==> src/rtl/baud_generator_frac_if.sv <==
// rtl/baud_generator_frac_if.sv - control/status bundle for the fractional baud generator
//
// Purpose: groups the run/load controls and the baud outputs of baud_generator_frac.
// Signals:
//   Enable_i     run request (level)
//   Clear_i      synchronous abort of counter, accumulator and output
//   Load_i       one-cycle strobe capturing Divisor_i/Frac_i into the pending registers
//   Divisor_i    integer half-period D
//   Frac_i       fractional increment F per period (units of 2^-FRAC_W clock)
//   Baud_Rate_o  registered baud clock
//   Baud_rate_re one-cycle pulse at mid-period
//   Baud_rate_fe one-cycle pulse at end of period
//   Busy_o       generator is running or draining
// Modports: master drives the controls, slave is the generator.
interface baud_generator_frac_if #(
    parameter int DIV_W  = 16,
    parameter int FRAC_W = 4
);
    logic              Enable_i;
    logic              Clear_i;
    logic              Load_i;
    logic [DIV_W-1:0]  Divisor_i;
    logic [FRAC_W-1:0] Frac_i;
    logic              Baud_Rate_o;
    logic              Baud_rate_re;
    logic              Baud_rate_fe;
    logic              Busy_o;

    modport master (
        output Enable_i, Clear_i, Load_i, Divisor_i, Frac_i,
        input  Baud_Rate_o, Baud_rate_re, Baud_rate_fe, Busy_o
    );

    modport slave (
        input  Enable_i, Clear_i, Load_i, Divisor_i, Frac_i,
        output Baud_Rate_o, Baud_rate_re, Baud_rate_fe, Busy_o
    );
endinterface

==> src/rtl/baud_generator_frac.sv <==
// rtl/baud_generator_frac.sv - fractional-N baud clock generator with pending divisor update
//
// Purpose: produces a baud clock whose period is 2*D clocks, stretched by one clock
// whenever the fractional accumulator carries, giving an average period of
// 2*D + F/2^FRAC_W clocks. New divisors are staged in pending registers and take
// effect only on a period boundary (or at once while idle).
// Ports:
//   Bus_Clk_i  clock, rising edge
//   RST_i      asynchronous active-high reset
//   bus        baud_generator_frac_if.slave (Enable_i, Clear_i, Load_i, Divisor_i,
//              Frac_i in; Baud_Rate_o, Baud_rate_re, Baud_rate_fe, Busy_o out)
// Configuration: macro BAUD_GENERATOR_FRAC_EN enables the fractional accumulator;
// when undefined Frac_i is ignored and the period is exactly 2*D.
module baud_generator_frac #(
    parameter int DIV_W  = 16,
    parameter int FRAC_W = 4
) (
    input  logic                  Bus_Clk_i,
    input  logic                  RST_i,
    baud_generator_frac_if.slave  bus
);

    localparam int CNT_W = DIV_W + 2;

    typedef enum logic [1:0] {
        S_IDLE  = 2'd0,
        S_RUN   = 2'd1,
        S_DRAIN = 2'd2
    } state_t;

    state_t            state_q;
    logic [CNT_W-1:0]  cnt_q;
    logic [DIV_W-1:0]  da_q;
    logic [DIV_W-1:0]  dp_q;
    logic              pend_q;
    logic              baud_q;

    logic              ext;
    logic [CNT_W-1:0]  period;
    logic              re;
    logic              fe;
    logic [DIV_W-1:0]  idle_div;
    logic [DIV_W-1:0]  bnd_div;
    logic              bnd_take;

`ifdef BAUD_GENERATOR_FRAC_EN
    logic [FRAC_W-1:0] fa_q;
    logic [FRAC_W-1:0] fp_q;
    logic [FRAC_W-1:0] acc_q;
    logic              ext_q;
    logic [FRAC_W:0]   acc_sum;
    logic [FRAC_W-1:0] bnd_frac;

    assign ext      = ext_q;
    assign acc_sum  = {1'b0, acc_q} + {1'b0, fa_q};
    assign bnd_frac = bus.Load_i ? bus.Frac_i : (pend_q ? fp_q : fa_q);
`else
    logic unused_frac;

    assign ext         = 1'b0;
    assign unused_frac = ^bus.Frac_i;
`endif

    assign period = {1'b0, da_q, 1'b0} + {{(CNT_W-1){1'b0}}, ext};
    assign re     = (state_q != S_IDLE) && (cnt_q == {2'b00, da_q});
    assign fe     = (state_q != S_IDLE) && (cnt_q == period);

    // Divisor seen by the IDLE->RUN decision: the pending copy lands this same edge.
    assign idle_div = pend_q ? dp_q : da_q;

    // A Load coinciding with the boundary bypasses the pending stage.
    assign bnd_take = bus.Load_i | pend_q;
    assign bnd_div  = bus.Load_i ? bus.Divisor_i : (pend_q ? dp_q : da_q);

    assign bus.Baud_Rate_o  = baud_q;
    assign bus.Baud_rate_re = re;
    assign bus.Baud_rate_fe = fe;
    assign bus.Busy_o       = (state_q != S_IDLE);

    always_ff @(posedge Bus_Clk_i or posedge RST_i) begin
        if (RST_i) begin
            state_q <= S_IDLE;
            cnt_q   <= '0;
            da_q    <= '0;
            dp_q    <= '0;
            pend_q  <= 1'b0;
            baud_q  <= 1'b0;
`ifdef BAUD_GENERATOR_FRAC_EN
            fa_q    <= '0;
            fp_q    <= '0;
            acc_q   <= '0;
            ext_q   <= 1'b0;
`endif
        end else begin
            // Pending capture is independent of Clear; later assignments below may
            // consume it on a boundary.
            if (bus.Load_i) begin
                dp_q   <= bus.Divisor_i;
                pend_q <= 1'b1;
`ifdef BAUD_GENERATOR_FRAC_EN
                fp_q   <= bus.Frac_i;
`endif
            end

            if (bus.Clear_i) begin
                state_q <= S_IDLE;
                cnt_q   <= '0;
                baud_q  <= 1'b0;
`ifdef BAUD_GENERATOR_FRAC_EN
                acc_q   <= '0;
                ext_q   <= 1'b0;
`endif
            end else begin
                if (fe) begin
                    baud_q <= 1'b0;
                end else if (re) begin
                    baud_q <= 1'b1;
                end

                case (state_q)
                    S_IDLE: begin
                        cnt_q <= '0;
                        if (pend_q) begin
                            da_q <= dp_q;
`ifdef BAUD_GENERATOR_FRAC_EN
                            fa_q <= fp_q;
`endif
                            if (!bus.Load_i) begin
                                pend_q <= 1'b0;
                            end
                        end
                        if (bus.Enable_i && (idle_div != '0)) begin
                            state_q <= S_RUN;
                            cnt_q   <= {{(CNT_W-1){1'b0}}, 1'b1};
                        end
                    end

                    S_RUN, S_DRAIN: begin
                        if (cnt_q == period) begin
`ifdef BAUD_GENERATOR_FRAC_EN
                            acc_q <= acc_sum[FRAC_W-1:0];
                            ext_q <= acc_sum[FRAC_W];
                            if (bnd_take) begin
                                fa_q <= bnd_frac;
                            end
`endif
                            if (bnd_take) begin
                                da_q   <= bnd_div;
                                pend_q <= 1'b0;
                            end
                            // A zero divisor can never reach its mid-period compare,
                            // so it parks the generator instead of counting forever.
                            if (!bus.Enable_i || (bnd_div == '0)) begin
                                state_q <= S_IDLE;
                                cnt_q   <= '0;
                            end else begin
                                state_q <= S_RUN;
                                cnt_q   <= {{(CNT_W-1){1'b0}}, 1'b1};
                            end
                        end else begin
                            cnt_q   <= cnt_q + {{(CNT_W-1){1'b0}}, 1'b1};
                            state_q <= bus.Enable_i ? S_RUN : S_DRAIN;
                        end
                    end

                    default: begin
                        state_q <= S_IDLE;
                        cnt_q   <= '0;
                    end
                endcase
            end
        end
    end

endmodule

==> src/flat_wrapper.sv <==
// flat-port wrapper written by rule: the top's interface ports become plain ports
module baud_generator_frac_flat 
#(
    parameter int DIV_W  = 16,
    parameter int FRAC_W = 4
)
  (Bus_Clk_i, RST_i, bus_Enable_i, bus_Clear_i, bus_Load_i, bus_Divisor_i, bus_Frac_i, bus_Baud_Rate_o, bus_Baud_rate_re, bus_Baud_rate_fe, bus_Busy_o);
  baud_generator_frac_if #(.DIV_W(DIV_W), .FRAC_W(FRAC_W)) bus_i ();
  input  logic Bus_Clk_i;
  input  logic RST_i;
  input wire logic [$bits(bus_i.Enable_i)-1:0] bus_Enable_i;
  input wire logic [$bits(bus_i.Clear_i)-1:0] bus_Clear_i;
  input wire logic [$bits(bus_i.Load_i)-1:0] bus_Load_i;
  input wire logic [$bits(bus_i.Divisor_i)-1:0] bus_Divisor_i;
  input wire logic [$bits(bus_i.Frac_i)-1:0] bus_Frac_i;
  output wire logic [$bits(bus_i.Baud_Rate_o)-1:0] bus_Baud_Rate_o;
  output wire logic [$bits(bus_i.Baud_rate_re)-1:0] bus_Baud_rate_re;
  output wire logic [$bits(bus_i.Baud_rate_fe)-1:0] bus_Baud_rate_fe;
  output wire logic [$bits(bus_i.Busy_o)-1:0] bus_Busy_o;
  assign bus_i.Enable_i = bus_Enable_i;
  assign bus_i.Clear_i = bus_Clear_i;
  assign bus_i.Load_i = bus_Load_i;
  assign bus_i.Divisor_i = bus_Divisor_i;
  assign bus_i.Frac_i = bus_Frac_i;
  assign bus_Baud_Rate_o = bus_i.Baud_Rate_o;
  assign bus_Baud_rate_re = bus_i.Baud_rate_re;
  assign bus_Baud_rate_fe = bus_i.Baud_rate_fe;
  assign bus_Busy_o = bus_i.Busy_o;
  baud_generator_frac #(.DIV_W(DIV_W), .FRAC_W(FRAC_W)) u_core (.Bus_Clk_i(Bus_Clk_i), .RST_i(RST_i), .bus(bus_i));
endmodule
==> config.mk <==
export PLATFORM = sky130hd
export DESIGN_NAME = baud_generator_frac_flat
export DESIGN_NICKNAME = d
export VERILOG_FILES = /design/src/rtl/baud_generator_frac_if.sv /design/src/rtl/baud_generator_frac.sv /design/src/flat_wrapper.sv
export SDC_FILE = /design/constraint.sdc
export NUM_CORES = 1
export LEC_CHECK = 0
export ABC_AREA = 1
export CAP_MARGIN = 20
export CORE_ASPECT_RATIO = 0.7
export CORE_MARGIN = 8
export CORE_UTILIZATION = 55
export DETAILED_ROUTE_END_ITERATION = 8
export PLACE_DENSITY_LB_ADDON = 0.3
export SLEW_MARGIN = 20
export SYNTH_ARGS = -nofsm -noshare
export SYNTH_HDL_FRONTEND = slang
export SYNTH_SLANG_ARGS = --single-unit
export TNS_END_PERCENT = 100
==> constraint.sdc <==
create_clock -name Bus_Clk_i -period 2.05 [get_ports Bus_Clk_i]
set_input_delay 0.205 -clock Bus_Clk_i [delete_from_list [all_inputs] [get_ports Bus_Clk_i]]
set_output_delay 0.205 -clock Bus_Clk_i [all_outputs]
set_load 0.02 [all_outputs]
==> run summary <==
Startpoint of the most critical register-to-register path: u_core.pend_q
Area overhead of the layout relative to synthesis: 18.7%
TritonCTS clock tree: built
Yosys warning count: 0
Die outline height: 83.3 um
Wirelength per Cell: 13.3 um
PortBufs: 24
Clock latency on the worst-skew pair: 0.31 ns
FF-to-FF End: u_core.state_q[0]
Required time of the critical path: 1.85 ns
Post-route ant nets: 0
Crit share post-route: 95.1%
Clk pin slew, worst setup/hold paths: 0.10 ns
Horiz. Die Dim: 112 um
Minimum setup slack after placement: -0.0426 ns
GR Util All Layers: 18.7%
Critical path class: register to primary output
Via Count: 3,448
Critical path launch point type: register
Static leakage power: 2.06 nW
Total power density per cell area: 871 nW/um^2
Drt total wl: 8.60 mm
Number of global-route vias before repair: 3,329
Dpl cell area: 4090 um^2
Clock Path Buffers: 2
Final setup violation count: 0
Number of synthesized flops with an enable pin: 0
Synth Area per Inst: 6.90 um^2
MaxCap Viol Count: 0
Number of slew-limit violations in the final report: 0
Violation count after the first detailed-routing iteration: 209
Number of clock sinks: 54
Drt pass-1 iters: 5
Main synth FF type: sky130_fd_sc_hd__dfrtp_1
Hold Vio Cnt, Final: 0
Global-route wire length before repair: 14.8 mm
Synth cell types: 35
Routing usage on met1: 24.9%
Synth area leaders: sky130_fd_sc_hd__dfrtp_1 (38%), sky130_fd_sc_hd__nand2_1 (16%), sky130_fd_sc_hd__nor2_1 (6.5%)
Routed vias/inst: 5.33
Net count after synthesis: 544
Arrival time at the worst endpoint: 1.74 ns
Maximum clock skew at final layout: 0.0175 ns
Post-Synthesis Cell Area: 3560 um^2
Max transition margin: 70.1%
Sequential-to-total area share from yosys stat: 37.9%
Met2 GRT Util: 30.9%
Die ar.: 9350 um^2
DRC Markers: 0
Fin crit period: 1.95 ns
Global placement routability congestion: 0.918
Proportion of synthesized flip-flops having asynchronous set or reset: 100%
Master cell of the clock root buffer: sky130_fd_sc_hd__clkbuf_8
Number of top-level design ports: 29
GRT busiest layer: met2
Count of standard-cell rows: 24
Proportion of layout cells with a drive suffix above 1: 13.9%
Number of instances in the synthesized netlist: 516
GRT met3 Usage: 3.68%
Worst IR drop on VDD: 0.677 mV
Worst Tran Pin Value: 0.448 ns
Crit Path Max Fanout: 3
HPWL reported at the end of detailed placement: 6.56 mm
Antenna violations before repair: 0
Non-Filler Cell Area, Final: 4230 um^2
Share of the synthesized area in the top cell type: 37.9%
Nets: 597
Type of the worst min-delay path: input pin to asynchronous set/reset pin
Register bit total from synthesis: 54
Element type at the critical path end: primary output
Result of the run: completed
Diode insertion count for antenna repair: 0
Path depth of the worst reg2reg path: 12
Num CTS Buffers: 5
Post-route total power: 0.00368 W
R2R Setup Slk: 0.14 ns
Max Clock Freq: 513 MHz
Number of placed instances with taps included: 637
Largest area contributor in the netlist: sky130_fd_sc_hd__dfrtp_1
H-Tree Depth: 2
Grt total ovfl: 0
Number of standard cells in the layout, taps in and fillers out: 647
Final Worst Setup Slack: 0.101 ns
Largest net degree at the start of global routing: 55
Core occupancy in the finished layout: 67.7%
Initial Util: 57.0%
Area of the core: 6250 um^2
## routing by layer
| metal | vias to the layer above | routed length, um |
|---|---|---|
| met1 | 1619 | 4010 |
| li1 | 1742 | - |
| met2 | 81 | 4050 |
| met4 | 0 | 57 |
| met3 | 6 | 492 |
| met5 | - | 0 |
## timing repair
action / CTS / global route
setup endpoints to repair: 2 / 31
buffers inserted: 1 / 2
pin swaps: 0 / 2
resized for setup: 9 / 13
hold buffers: 0 / 0
gates cloned: 0 / 0
## synthesized netlist by cell type, types with 2 or more instances
| master | n |
|---|---|
| sky130_fd_sc_hd__inv_1 | 59 |
| sky130_fd_sc_hd__a31oi_1 | 15 |
| sky130_fd_sc_hd__o21ai_0 | 23 |
| sky130_fd_sc_hd__o21ai_1 | 18 |
| sky130_fd_sc_hd__nor4_1 | 2 |
| sky130_fd_sc_hd__nand2_1 | 154 |
| sky130_fd_sc_hd__xnor2_1 | 5 |
| sky130_fd_sc_hd__nor3_1 | 7 |
| sky130_fd_sc_hd__a21oi_1 | 5 |
| sky130_fd_sc_hd__o22ai_1 | 2 |
| sky130_fd_sc_hd__inv_2 | 6 |
| sky130_fd_sc_hd__nor2_4 | 3 |
| sky130_fd_sc_hd__clkbuf_1 | 9 |
| sky130_fd_sc_hd__buf_6 | 3 |
| sky130_fd_sc_hd__and2_1 | 13 |
| sky130_fd_sc_hd__dfrtp_1 | 54 |
| sky130_fd_sc_hd__nand2_2 | 3 |
| sky130_fd_sc_hd__ha_1 | 3 |
| sky130_fd_sc_hd__nor2_1 | 62 |
| sky130_fd_sc_hd__nor3_2 | 2 |
| sky130_fd_sc_hd__nand3_1 | 25 |
| sky130_fd_sc_hd__xor2_1 | 16 |
| sky130_fd_sc_hd__buf_4 | 4 |
| sky130_fd_sc_hd__nor2_2 | 4 |
| sky130_fd_sc_hd__nand4_1 | 9 |
## cell usage in the layout (no fill, tap or decap), types with 2 or more instances in the layout
master | synthesis | routed
sky130_fd_sc_hd__o22ai_1 | 2 | 2
sky130_fd_sc_hd__nand2_1 | 154 | 153
sky130_fd_sc_hd__inv_1 | 59 | 58
sky130_fd_sc_hd__o21ai_1 | 18 | 18
sky130_fd_sc_hd__nor3_2 | 2 | 4
sky130_fd_sc_hd__nor2_2 | 4 | 5
sky130_fd_sc_hd__inv_2 | 6 | 6
sky130_fd_sc_hd__nand2_2 | 3 | 4
sky130_fd_sc_hd__ha_1 | 3 | 3
sky130_fd_sc_hd__nand3_2 | 1 | 2
sky130_fd_sc_hd__nor3_1 | 7 | 5
sky130_fd_sc_hd__xnor2_1 | 5 | 5
sky130_fd_sc_hd__xor2_1 | 16 | 16
sky130_fd_sc_hd__buf_4 | 4 | 37
sky130_fd_sc_hd__a31oi_1 | 15 | 15
sky130_fd_sc_hd__clkdlybuf4s50_1 | 0 | 21
sky130_fd_sc_hd__clkbuf_8 | 0 | 5
sky130_fd_sc_hd__nand3_1 | 25 | 24
sky130_fd_sc_hd__nor2_4 | 3 | 3
sky130_fd_sc_hd__o21ai_0 | 23 | 23
sky130_fd_sc_hd__a21oi_1 | 5 | 5
sky130_fd_sc_hd__buf_12 | 0 | 2
sky130_fd_sc_hd__dfrtp_1 | 54 | 53
sky130_fd_sc_hd__nand4_1 | 9 | 9
sky130_fd_sc_hd__and2_1 | 13 | 13
sky130_fd_sc_hd__nor2_1 | 62 | 61
## metrics by stage
stage / setup TNS, ns / hold slack, ns
2_1_floorplan: 0 / 0.358
3_3_place_gp: 0 / 0.456
3_5_place_dp: -0.0726 / 0.459
4_1_cts: 0 / 0.276
5_1_grt: -0.00990 / 0.300
6_report: 0 / 0.264
## critical path: stages, from the launching register on
cell                      delay [ns]
sky130_fd_sc_hd__dfrtp_1        0.43
sky130_fd_sc_hd__xor2_1         0.18
sky130_fd_sc_hd__nor3_2         0.15
sky130_fd_sc_hd__nand3_1        0.11
sky130_fd_sc_hd__nor3_2         0.22
sky130_fd_sc_hd__nand3_2        0.12
sky130_fd_sc_hd__inv_1          0.07
sky130_fd_sc_hd__buf_2          0.16
## area by class of cell
class,count,area (um^2)
clock buffers,6,72.6
clock inverters,1,7.51
fillers,546,2020
inverters,67,272
multi-input cells,379,1880
flip-flops and latches,54,1350
well taps,78,97.6
repair buffers,62,546
## flip-flops by register name (all words and copies together) (netlist names)
name and cells:
u_core.cnt_q 18, u_core.da_q 16, u_core.dp_q 16, u_core.pend_q 1, u_core.bus.Baud_Rate_o 1, u_core.state_q 2
## worst max path at each step
stage / startpoint / endpoint / slack (ns) / cells past startpoint
global placement: u_core.cnt_q[10] / bus_Baud_rate_re / 0.001 / 7
floorplan: u_core.state_q[0] / u_core.da_q[11] / 0.36 / 10
CTS: u_core.cnt_q[5] / bus_Baud_rate_re / 0.004 / 7
finish: u_core.da_q[10] / bus_Baud_rate_re / 0.10 / 7
detailed placement: u_core.cnt_q[5] / bus_Baud_rate_re / -0.04 / 7
global route: u_core.cnt_q[11] / bus_Baud_rate_re / -0.01 / 8
## where the power goes
group / internal, W / leakage [nW] / total (W) / switching (W)
clock: 0.000236 / 0.0373 / 0.000589 / 0.000353
combinational: 0.000684 / 1.33 / 0.00165 / 0.000968
sequential: 0.00126 / 0.691 / 0.00144 / 0.000182
total: 0.00218 / 2.06 / 0.00368 / 0.00150
## cells by family (layout without fill, tap and decap cells)
logic type / Yosys count / in the layout / synth area share, %
adders and majority gates: 3 / 3 / 1.05
buffers and inverters: 83 / 136 / 10.0
xor gates and xnor gates: 21 / 21 / 5.16
AOI/OAI and AO/OA: 68 / 68 / 10.6
and+or+nand+nor: 287 / 287 / 35.3
DFF: 54 / 54 / 37.9
(Power assumes the default switching activity.)
